[config.mk]
export PLATFORM = sky130hd
export DESIGN_NAME = maf_window_filter_flat
export DESIGN_NICKNAME = d
export VERILOG_FILES = /design/src/rtl/maf_window_filter_pkg.sv /design/src/rtl/maf_window_filter_if.sv /design/src/rtl/maf_window_filter_delay_line.sv /design/src/rtl/maf_window_filter.sv /design/src/flat_wrapper.sv
export SDC_FILE = /design/constraint.sdc
export NUM_CORES = 1
export LEC_CHECK = 0
export CAP_MARGIN = 15
export CORE_MARGIN = 5
export CORE_UTILIZATION = 59
export CTS_CLUSTER_SIZE = 14
export DETAILED_ROUTE_END_ITERATION = 6
export HOLD_SLACK_MARGIN = 0.03
export PLACE_DENSITY = 0.84
export REMOVE_ABC_BUFFERS = 1
export SKIP_CTS_REPAIR_TIMING = 1
export SLEW_MARGIN = 10
export SYNTH_ARGS = -nofsm -noshare
export SYNTH_HDL_FRONTEND = slang
export SYNTH_HIERARCHICAL = 1
export SYNTH_SLANG_ARGS = --single-unit
[constraint.sdc]
create_clock -name clk -period 4.51 [get_ports clk]
set_input_delay 0.6765 -clock clk [delete_from_list [all_inputs] [get_ports clk]]
set_output_delay 0.6765 -clock clk [all_outputs]
set_load 0.1 [all_outputs]
[src/rtl/maf_window_filter_pkg.sv]
// rtl/maf_window_filter_pkg.sv - shared constants, state type and width helper for the moving-average filter
//   MAF_BLOCK / MAF_SLIDE : values of the mode input
//   maf_state_e           : FILL (window filling) / RUN (sliding, window full)
//   maf_acc_width()       : accumulator width wide enough for W full-scale samples

package maf_pkg;

  localparam logic MAF_BLOCK = 1'b0;
  localparam logic MAF_SLIDE = 1'b1;

  typedef enum logic {
    FILL = 1'b0,
    RUN  = 1'b1
  } maf_state_e;

  function automatic int maf_acc_width(input int n, input int log2_w);
    return n + log2_w;
  endfunction

endpackage

[src/rtl/maf_window_filter_if.sv]
// rtl/maf_window_filter_if.sv - sample/result bundle between the sample source and the filter
//   we, data_in, mode, clear : driven by the sample source (master)
//   data_out, valid_out      : driven by the filter (slave)

interface maf_window_filter_if #(
  parameter int N = 16
);

  logic         we;
  logic [N-1:0] data_in;
  logic         mode;
  logic         clear;
  logic [N-1:0] data_out;
  logic         valid_out;

  modport master (
    output we, data_in, mode, clear,
    input  data_out, valid_out
  );

  modport slave (
    input  we, data_in, mode, clear,
    output data_out, valid_out
  );

endinterface

[src/rtl/maf_window_filter_delay_line.sv]
// rtl/maf_window_filter_delay_line.sv - W x N circular sample buffer with read-before-write at a shared pointer
//   clk, rst     : clock, asynchronous active-low reset (pointer only)
//   clear_i      : synchronous pointer flush, suppresses the write in the same cycle
//   wr_en_i      : write wr_data_i at the pointer and advance the pointer
//   wr_data_i    : sample to store
//   rd_data_o    : entry at the current pointer (the oldest sample once the buffer is full)

module maf_delay_line #(
  parameter int N      = 16,
  parameter int LOG2_W = 2
) (
  input  logic         clk,
  input  logic         rst,
  input  logic         clear_i,
  input  logic         wr_en_i,
  input  logic [N-1:0] wr_data_i,
  output logic [N-1:0] rd_data_o
);

  localparam int W = 1 << LOG2_W;

  logic [N-1:0]      mem [W];
  logic [LOG2_W-1:0] ptr_q, ptr_d;

  // W is a power of two, so the natural wrap of the pointer is the circular wrap.
  always_comb begin
    ptr_d = ptr_q;
    if (clear_i) begin
      ptr_d = '0;
    end else if (wr_en_i) begin
      ptr_d = ptr_q + 1'b1;
    end
  end

  always_ff @(posedge clk or negedge rst) begin
    if (!rst) begin
      ptr_q <= '0;
    end else begin
      ptr_q <= ptr_d;
    end
  end

  // Contents are never read before being written, so the storage has no reset.
  always_ff @(posedge clk) begin
    if (wr_en_i && !clear_i) begin
      mem[ptr_q] <= wr_data_i;
    end
  end

  // Combinational read returns the entry about to be overwritten this cycle.
  assign rd_data_o = mem[ptr_q];

endmodule

[src/rtl/maf_window_filter.sv]
// rtl/maf_window_filter.sv - power-of-two window moving-average filter, block or sliding mode
//   clk, rst : clock, asynchronous active-low reset
//   bus      : slave side of maf_window_filter_if (we/data_in/mode/clear in, data_out/valid_out out)
//   N        : sample and result width
//   LOG2_W   : log2 of the window depth (1..5)
//   SIGNED   : 1 = two's-complement samples, 0 = unsigned

module maf_window_filter
  import maf_pkg::*;
#(
  parameter int N      = 16,
  parameter int LOG2_W = 2,
  parameter int SIGNED = 0
) (
  input  logic clk,
  input  logic rst,
  maf_window_filter_if.slave bus
);

  localparam int A = maf_acc_width(N, LOG2_W);

  maf_state_e        state_q, state_d;
  logic [A-1:0]      acc_q, acc_d;
  logic [LOG2_W-1:0] cnt_q, cnt_d;
  logic [N-1:0]      dout_q, dout_d;
  logic              valid_q, valid_d;
  logic              mode_q;
  logic              mode_seen_q;

  logic              mode_change;
  logic              flush;
  logic              accept;
  logic [N-1:0]      oldest;
  logic [A-1:0]      new_ext;
  logic [A-1:0]      old_ext;
  logic [A-1:0]      acc_next;
  logic [N-1:0]      avg;

  // No previous mode exists in the first cycle after reset, so a held
  // mode level there is not a change and does not drop the first sample.
  assign mode_change = mode_seen_q && (bus.mode != mode_q);
  assign flush       = bus.clear || mode_change;
  assign accept      = bus.we && !flush;

  maf_delay_line #(
    .N      (N),
    .LOG2_W (LOG2_W)
  ) u_delay_line (
    .clk       (clk),
    .rst       (rst),
    .clear_i   (flush),
    .wr_en_i   (accept),
    .wr_data_i (bus.data_in),
    .rd_data_o (oldest)
  );

  // Sign or zero extension into the accumulator domain; all accumulator
  // arithmetic is then modulo 2^A, which is exact because the true window
  // sum always fits in A bits.
  assign new_ext = (SIGNED != 0) ? {{LOG2_W{bus.data_in[N-1]}}, bus.data_in}
                                 : {{LOG2_W{1'b0}}, bus.data_in};
  assign old_ext = (SIGNED != 0) ? {{LOG2_W{oldest[N-1]}}, oldest}
                                 : {{LOG2_W{1'b0}}, oldest};

  assign acc_next = (state_q == RUN) ? (acc_q + new_ext - old_ext)
                                     : (acc_q + new_ext);

  // Shift by LOG2_W then keep N bits: the bits dropped above N are exactly
  // the extension bits, so arithmetic and logical shifts give the same slice
  // and both round toward minus infinity.
  assign avg = acc_next[A-1:LOG2_W];

  always_comb begin
    state_d = state_q;
    acc_d   = acc_q;
    cnt_d   = cnt_q;
    dout_d  = dout_q;
    valid_d = 1'b0;

    if (flush) begin
      state_d = FILL;
      acc_d   = '0;
      cnt_d   = '0;
    end else if (bus.we) begin
      case (state_q)
        FILL: begin
          if (&cnt_q) begin
            dout_d  = avg;
            valid_d = 1'b1;
            cnt_d   = '0;
            if (bus.mode == MAF_SLIDE) begin
              state_d = RUN;
              acc_d   = acc_next;
            end else begin
              acc_d   = '0;
            end
          end else begin
            cnt_d = cnt_q + 1'b1;
            acc_d = acc_next;
          end
        end
        RUN: begin
          acc_d   = acc_next;
          dout_d  = avg;
          valid_d = 1'b1;
        end
        default: begin
          state_d = FILL;
          acc_d   = '0;
          cnt_d   = '0;
        end
      endcase
    end
  end

  always_ff @(posedge clk or negedge rst) begin
    if (!rst) begin
      state_q     <= FILL;
      acc_q       <= '0;
      cnt_q       <= '0;
      dout_q      <= '0;
      valid_q     <= 1'b0;
      mode_q      <= MAF_BLOCK;
      mode_seen_q <= 1'b0;
    end else begin
      state_q     <= state_d;
      acc_q       <= acc_d;
      cnt_q       <= cnt_d;
      dout_q      <= dout_d;
      valid_q     <= valid_d;
      mode_q      <= bus.mode;
      mode_seen_q <= 1'b1;
    end
  end

  assign bus.data_out  = dout_q;
  assign bus.valid_out = valid_q;

endmodule

[src/flat_wrapper.sv]
// flat-port wrapper written by rule: the top's interface ports become plain ports
module maf_window_filter_flat import maf_pkg::*;
#(
  parameter int N      = 16,
  parameter int LOG2_W = 2,
  parameter int SIGNED = 0
)
  (clk, rst, bus_we, bus_data_in, bus_mode, bus_clear, bus_data_out, bus_valid_out);
  maf_window_filter_if #(.N(N)) bus_i ();
  input  logic clk;
  input  logic rst;
  input wire logic [$bits(bus_i.we)-1:0] bus_we;
  input wire logic [$bits(bus_i.data_in)-1:0] bus_data_in;
  input wire logic [$bits(bus_i.mode)-1:0] bus_mode;
  input wire logic [$bits(bus_i.clear)-1:0] bus_clear;
  output wire logic [$bits(bus_i.data_out)-1:0] bus_data_out;
  output wire logic [$bits(bus_i.valid_out)-1:0] bus_valid_out;
  assign bus_i.we = bus_we;
  assign bus_i.data_in = bus_data_in;
  assign bus_i.mode = bus_mode;
  assign bus_i.clear = bus_clear;
  assign bus_data_out = bus_i.data_out;
  assign bus_valid_out = bus_i.valid_out;
  maf_window_filter #(.N(N), .LOG2_W(LOG2_W), .SIGNED(SIGNED)) u_core (.clk(clk), .rst(rst), .bus(bus_i));
endmodule
Word level (Yosys, flattened, before mapping)
Memories as Yosys holds them, arrays and structs flattened.
Cells that the tools add are included.
{"block": "word_totals", "regBits": 42, "ram_bits": 64, "word_cells": 53, "input_bits": 21, "out_inout_bits": 17, "mem_count": 1}
{"name": "u_core.u_delay_line.mem", "depth": 4, "word_bits": 16, "read_ports": 1, "rd_clocked_by_memory_dff": 0, "write_ports": 1, "line_no": "maf_window_filter_delay_line.sv:22", "source": "logic [N-1:0] mem [W];"}
{"block": "op_classes", "n_eq_ne": 3, "muxes": 25, "reduce_logical": 10, "n_addsub": 4, "bitwise": 2}
{"cell": "2-to-1 mux 18 bit", "count": 5}
{"cell": "one-hot mux 18 bit (2 select lines)", "count": 1}
{"cell": "one-hot mux 16 bit (2 select lines)", "count": 1}
{"cell": "adder 18 x 16 -> 18 bit", "count": 1}
{"cell": "subtractor 18 x 16 -> 18 bit", "count": 1}
{"cell": "2-to-1 mux 16 bit", "count": 1}
{"cell": "2-to-1 mux 2 bit", "count": 6}
{"cell": "2-to-1 mux 1 bit", "count": 10}
{"cell": "adder 2 x 1 -> 2 bit (second input constant)", "count": 2}
{"cell": "AND reduction 2 bit", "count": 2}
{"cell": "nonzero test 2 bit", "count": 2}
{"cell": "logical AND 1 bit", "count": 3}
{"cell": "AND reduction 3 bit", "count": 1}
{"cell": "inequality test 2 x 1 -> 1 bit (second input constant)", "count": 1}
{"cell": "inequality test 2 bit (second input constant)", "count": 1}
{"cell": "inverter 1 bit", "count": 2}
{"cell": "one-hot mux 1 bit (2 select lines)", "count": 1}
{"cell": "zero test 1 bit", "count": 1}
{"cell": "logical OR 1 bit", "count": 1}
{"cell": "inequality test 1 bit", "count": 1}

Logic depth before layout (Yosys ltp)
{"block": "depth", "ltp_word": 8, "ltp_mapped": 17, "mapped_depth_nobuf": 17}

Modules after synthesis
The synthesis kept the hierarchy.
{"mod": "maf_window_filter", "area_per_inst_um2": 3231.8, "cells_each": 376, "n_inst": 1, "seq_area_each_um2": 1001.0}
{"mod": "maf_delay_line", "area_per_inst_um2": 2518.7, "cells_each": 101, "n_inst": 1, "seq_area_each_um2": 1971.9}

Least setup slack after synthesis
OpenSTA, ideal clock, no wires.
{"block": "synth_timing", "kind": "input to register", "from": "input port bus_data_in[0]", "to": "register u_core.acc_q[17]", "setup_slack_ns": 0.459, "cell_stages": 14, "path_buffers": 0, "setup_ns": 0.119, "t_required_ns": 4.391, "arrival_ns": 3.932, "cell_sequence": "ha_1 > fa_1 > a211oi_1 > o21a_1 > xnor2_1 > ha_1 > or3_1 > or3_1 > and3_4 > a221oi_4 > o31ai_2 > o31a_1 > o21ai_0 > a21bo_1"}
{"block": "synth_via", "elab_chain_cells": 8}
{"element": "start, declared", "line_no": "flat_wrapper.sv:13", "source": "input wire logic [$bits(bus_i.data_in)-1:0] bus_data_in;"}
{"element": "adder 18 x 16 -> 18 bit (*)", "line_no": "maf_window_filter.sv:65, maf_window_filter.sv:66"}
{"element": "subtractor 18 x 16 -> 18 bit", "line_no": "maf_window_filter.sv:65", "source": "assign acc_next = (state_q == RUN) ? (acc_q + new_ext - old_ext)"}
{"element": "2-to-1 mux 18 bit (*)", "line_no": "maf_window_filter.sv:65"}
{"element": "2-to-1 mux 18 bit", "line_no": "maf_window_filter.sv:91", "source": "if (bus.mode == MAF_SLIDE) begin"}
{"element": "2-to-1 mux 18 bit", "line_no": "maf_window_filter.sv:87", "source": "if (&cnt_q) begin"}
{"element": "one-hot mux 18 bit (2 select lines) (*)", "line_no": "maf_window_filter.sv:85", "source": "case (state_q)"}
{"element": "2-to-1 mux 18 bit (*)", "line_no": "maf_window_filter.sv:84", "source": "end else if (bus.we) begin"}
{"element": "2-to-1 mux 18 bit (*)", "line_no": "maf_window_filter.sv:80", "source": "if (flush) begin"}
{"element": "end signal, assigned", "line_no": "maf_window_filter.sv:119", "source": "acc_q <= '0;"}
{"element": "end signal, assigned", "line_no": "maf_window_filter.sv:127", "source": "acc_q <= acc_d;"}
{"element": "end, declared", "line_no": "maf_window_filter.sv:23", "source": "logic [A-1:0] acc_q, acc_d;"}
Every way passes the cells marked *; elsewhere a longest branch is shown, timed or not. The select of a mux whose other input is x is not followed.
A chain may end at the register's enable or synchronous reset.

Final worst setup path
{"block": "layout_timing", "from": "input port bus_data_in[1]", "to": "register u_core.acc_q[17]"}
The elaborated chain is that of the path after synthesis.

==> out/metrics.yaml <==
htree_levels: 3
synth_warnings: 6
dp_hpwl_mm: 9.08
critPathLaunchType: "input port"
timing.fmax_mhz: 233
drive_above_1_share_pct: 13.8
drt-wirelength-per-cell_um: 18.2
final_core_util_pct: 70.1
layout_commonest_cell: "edfxtp_1"
worst_pin_slew_ns: 1.10
status: "complete, no violations"
maxSlewViolCount: 0
cpMostUsedCell: "or3_1"
period_share_pct: 95.3
finalCriticalPeriod_ns: 4.30
synth_ff_type: "edfxtp_1"
cpMaxStageDelayCell: "clkdlybuf4s50_1"
nets: 613
clock_latency_ns: 0.38
r2r_start: "u_core/acc_q[0]"
r2r_slack_ns: 0.51
crit_chain: "clkdlybuf4s50_1 > fa_1 > a211oi_1 > o21a_1 > xnor2_1 > ha_1 > or3_1 > or3_1 > and3_4 > a221oi_4 > o31ai_2 > o31a_1 > o32ai_1 > a21bo_1"
slowest_delay_ns: 0.53
worstPathMaxFanout: 6
routed_wirelength_mm: 12.6
ant_nets: 0
holdWs_ns: 0.424
reg2regPathDepth: 14
fin_worst_skew_ns: 0.0148
end_kind: "flip-flop"
grt_pass1_wl_mm: 19.9
drc: 0
most-common-layout-cells: "64 x edfxtp_1, 47 x nand2_1, 43 x o21ai_0"
r2r_end: "u_core/acc_q[17]"
gp_congestion: 0.917
area_growth_pct: 17.6
hold_viol: 0
crit_end: "u_core/acc_q[17]"
yosysSeqAreaShare_pct: 51.7
clockRootBuffer: "clkbuf_8"
syn_area_per_cell_um2: 12.1
syn_inst: 477
async_flop_share_pct: 39.6
grt.total_usage_pct: 22.3
dieHeight_um: 109
required_ns: 4.83
antenna_found_initial: 0
yosys_register_bits: 106
die_w_um: 109
cts_tree: "yes"
die_area_mm2: 0.0118
initial_utilization_pct: 59.7
overflow: 0
ys_types: 59
fin_total_pwr_w: 0.00265
syn-cell-area_mm2: 0.00575
viasPerCell: 5.90
core_mm2: 0.00964
cts_sinks: 106
max_cap_viol_count: 0
setup_slack_ns: 0.213
drt_iter0_drc: 222
diodes: 0
vias: 4077
criticalPathCategory: "input port to flip-flop"
clock_path_buffers: 2
p_leak_nw: 2.78
synth-edff-count: 64
num_rows: 36
startpoint: "bus_data_in[1]"
slew_headroom_pct: 26.8
ioPinCount: 38
worstPathArrival_ns: 4.62
p_per_area_mw_per_mm2: 391
clkSlewWorstSetupHoldPaths_ns: 0.11
vdd_drop_max_uv: 287
firstDrtPassIters: 4
hold_class: "input port to asynchronous set/reset pin"
place_ws_ns: -0.340
portBuffers: 37
setup-violations-final: 0
first_global_vias: 3993
cts_made_buffers: 9
grt_max_degree: 43
## metal layers
| metal | wire (µm) | track usage (%) | vias up |
|---|---|---|---|
| met5 | 0 | 0 | - |
| met1 | 5730 | 30.8 | 2032 |
| li1 | - | - | 1932 |
| met4 | 191 | 7.84 | 0 |
| met3 | 575 | 2.66 | 14 |
| met2 | 6100 | 36.7 | 99 |
## worst min path at each step
stage	to	slack, ns	cells after the start
CTS	u_core/acc_q[6]	0.45	1
finish	u_core/acc_q[6]	0.42	1
global placement	u_core/bus.data_out[14]	0.46	2
global route	u_core/bus.data_out[0]	0.52	2
floorplan	u_core/acc_q[0]	0.38	0
detailed placement	u_core/bus.data_out[12]	0.47	2
## state kept, by name, indices dropped and copies added (netlist names)
register                   count
u_core/cnt_q                   2
u_core/mode_seen_q             1
u_core/u_delay_line/ptr_q      2
u_core/mode_q                  1
u_core/acc_q                  18
u_core/u_delay_line/mem       64
u_core/bus.valid_out           1
u_core/state_q                 1
u_core/bus.data_out           16
## synth_stat cells, types with 2 or more instances
master / instances / area [µm²]
or3_1: 5 / 31.3
nor3_1: 2 / 10.0
nand2b_1: 5 / 31.3
a311oi_1: 5 / 43.8
and3_1: 3 / 18.8
a21o_1: 10 / 75.1
nor2b_1: 5 / 31.3
fa_1: 2 / 40.0
o21bai_1: 4 / 30.0
a21oi_1: 26 / 130
inv_1: 25 / 93.8
nand2_1: 47 / 176
edfxtp_1: 64 / 1920
o21ai_0: 44 / 220
mux4_2: 8 / 180
o21a_1: 6 / 45.0
mux4_1: 8 / 210
o211ai_1: 3 / 22.5
xor2_1: 9 / 78.8
mux2i_1: 11 / 110
ha_1: 37 / 463
xnor2_1: 17 / 149
nand3_1: 6 / 30.0
dfrtp_1: 42 / 1050
a211oi_1: 4 / 30.0
nor2_1: 23 / 86.3
a22oi_1: 2 / 15.0
o31ai_2: 2 / 25.0
clkbuf_1: 9 / 33.8
and2_1: 7 / 43.8
o31a_1: 2 / 17.5
a31oi_1: 5 / 31.3
or4_1: 2 / 15.0
buf_2: 2 / 10.0
## critical path: cells and delay by family
family	cells	cell delay (ns)
buffers and inverters	1	0.53
adder cells (fa/ha/maj)	2	0.70
XOR/XNOR	1	0.11
AO/OA/AOI/OAI	7	1.69
AND/OR/NAND/NOR	3	0.90
## area by class of cell
cell class,count,area [µm²]
Inverter,25,93.8
Timing Repair Buffer,79,683
Clock inverter,6,90.1
Tap cell,133,166
Sequential cell,106,2970
Fill cell,684,2880
Multi-Input combinational cell,332,2630
Clock buffer,10,128
## logic make-up (layout without fill, tap and decap cells)
| family | after synthesis | count (layout) | share of synthesized area, % |
|---|---|---|---|
| XOR/XNOR | 26 | 26 | 3.96 |
| AO/OA/AOI/OAI | 124 | 124 | 13.9 |
| buffers and inverters | 39 | 120 | 3.00 |
| flip-flops | 106 | 106 | 51.7 |
| multiplexers | 28 | 28 | 8.90 |
| other | 1 | 1 | 0.0652 |
| AND/OR/NAND/NOR | 114 | 114 | 9.73 |
| adder cells (fa/ha/maj) | 39 | 39 | 8.75 |
## per-stage QoR
| stage | TNS (ns) | std cells | instance area [µm²] |
|---|---|---|---|
| after detailed placement | -2.02 | 675 | 6520 |
| after CTS | 0 | 691 | 6740 |
| after global placement | -0.631 | 675 | 6520 |
| final | 0 | 691 | 6760 |
| after floorplan | 0 | 463 | 5670 |
| after global routing | -0.00128 | 691 | 6760 |
## report_power, final
group	leakage (nW)	switching (W)	internal [W]	total, W
Combinational	1.54	0.000526	0.000376	0.000902
Clock	0.108	0.000332	0.000315	0.000648
Sequential	1.13	0.0000266	0.00107	0.00110
(Power assumes the default switching activity.)
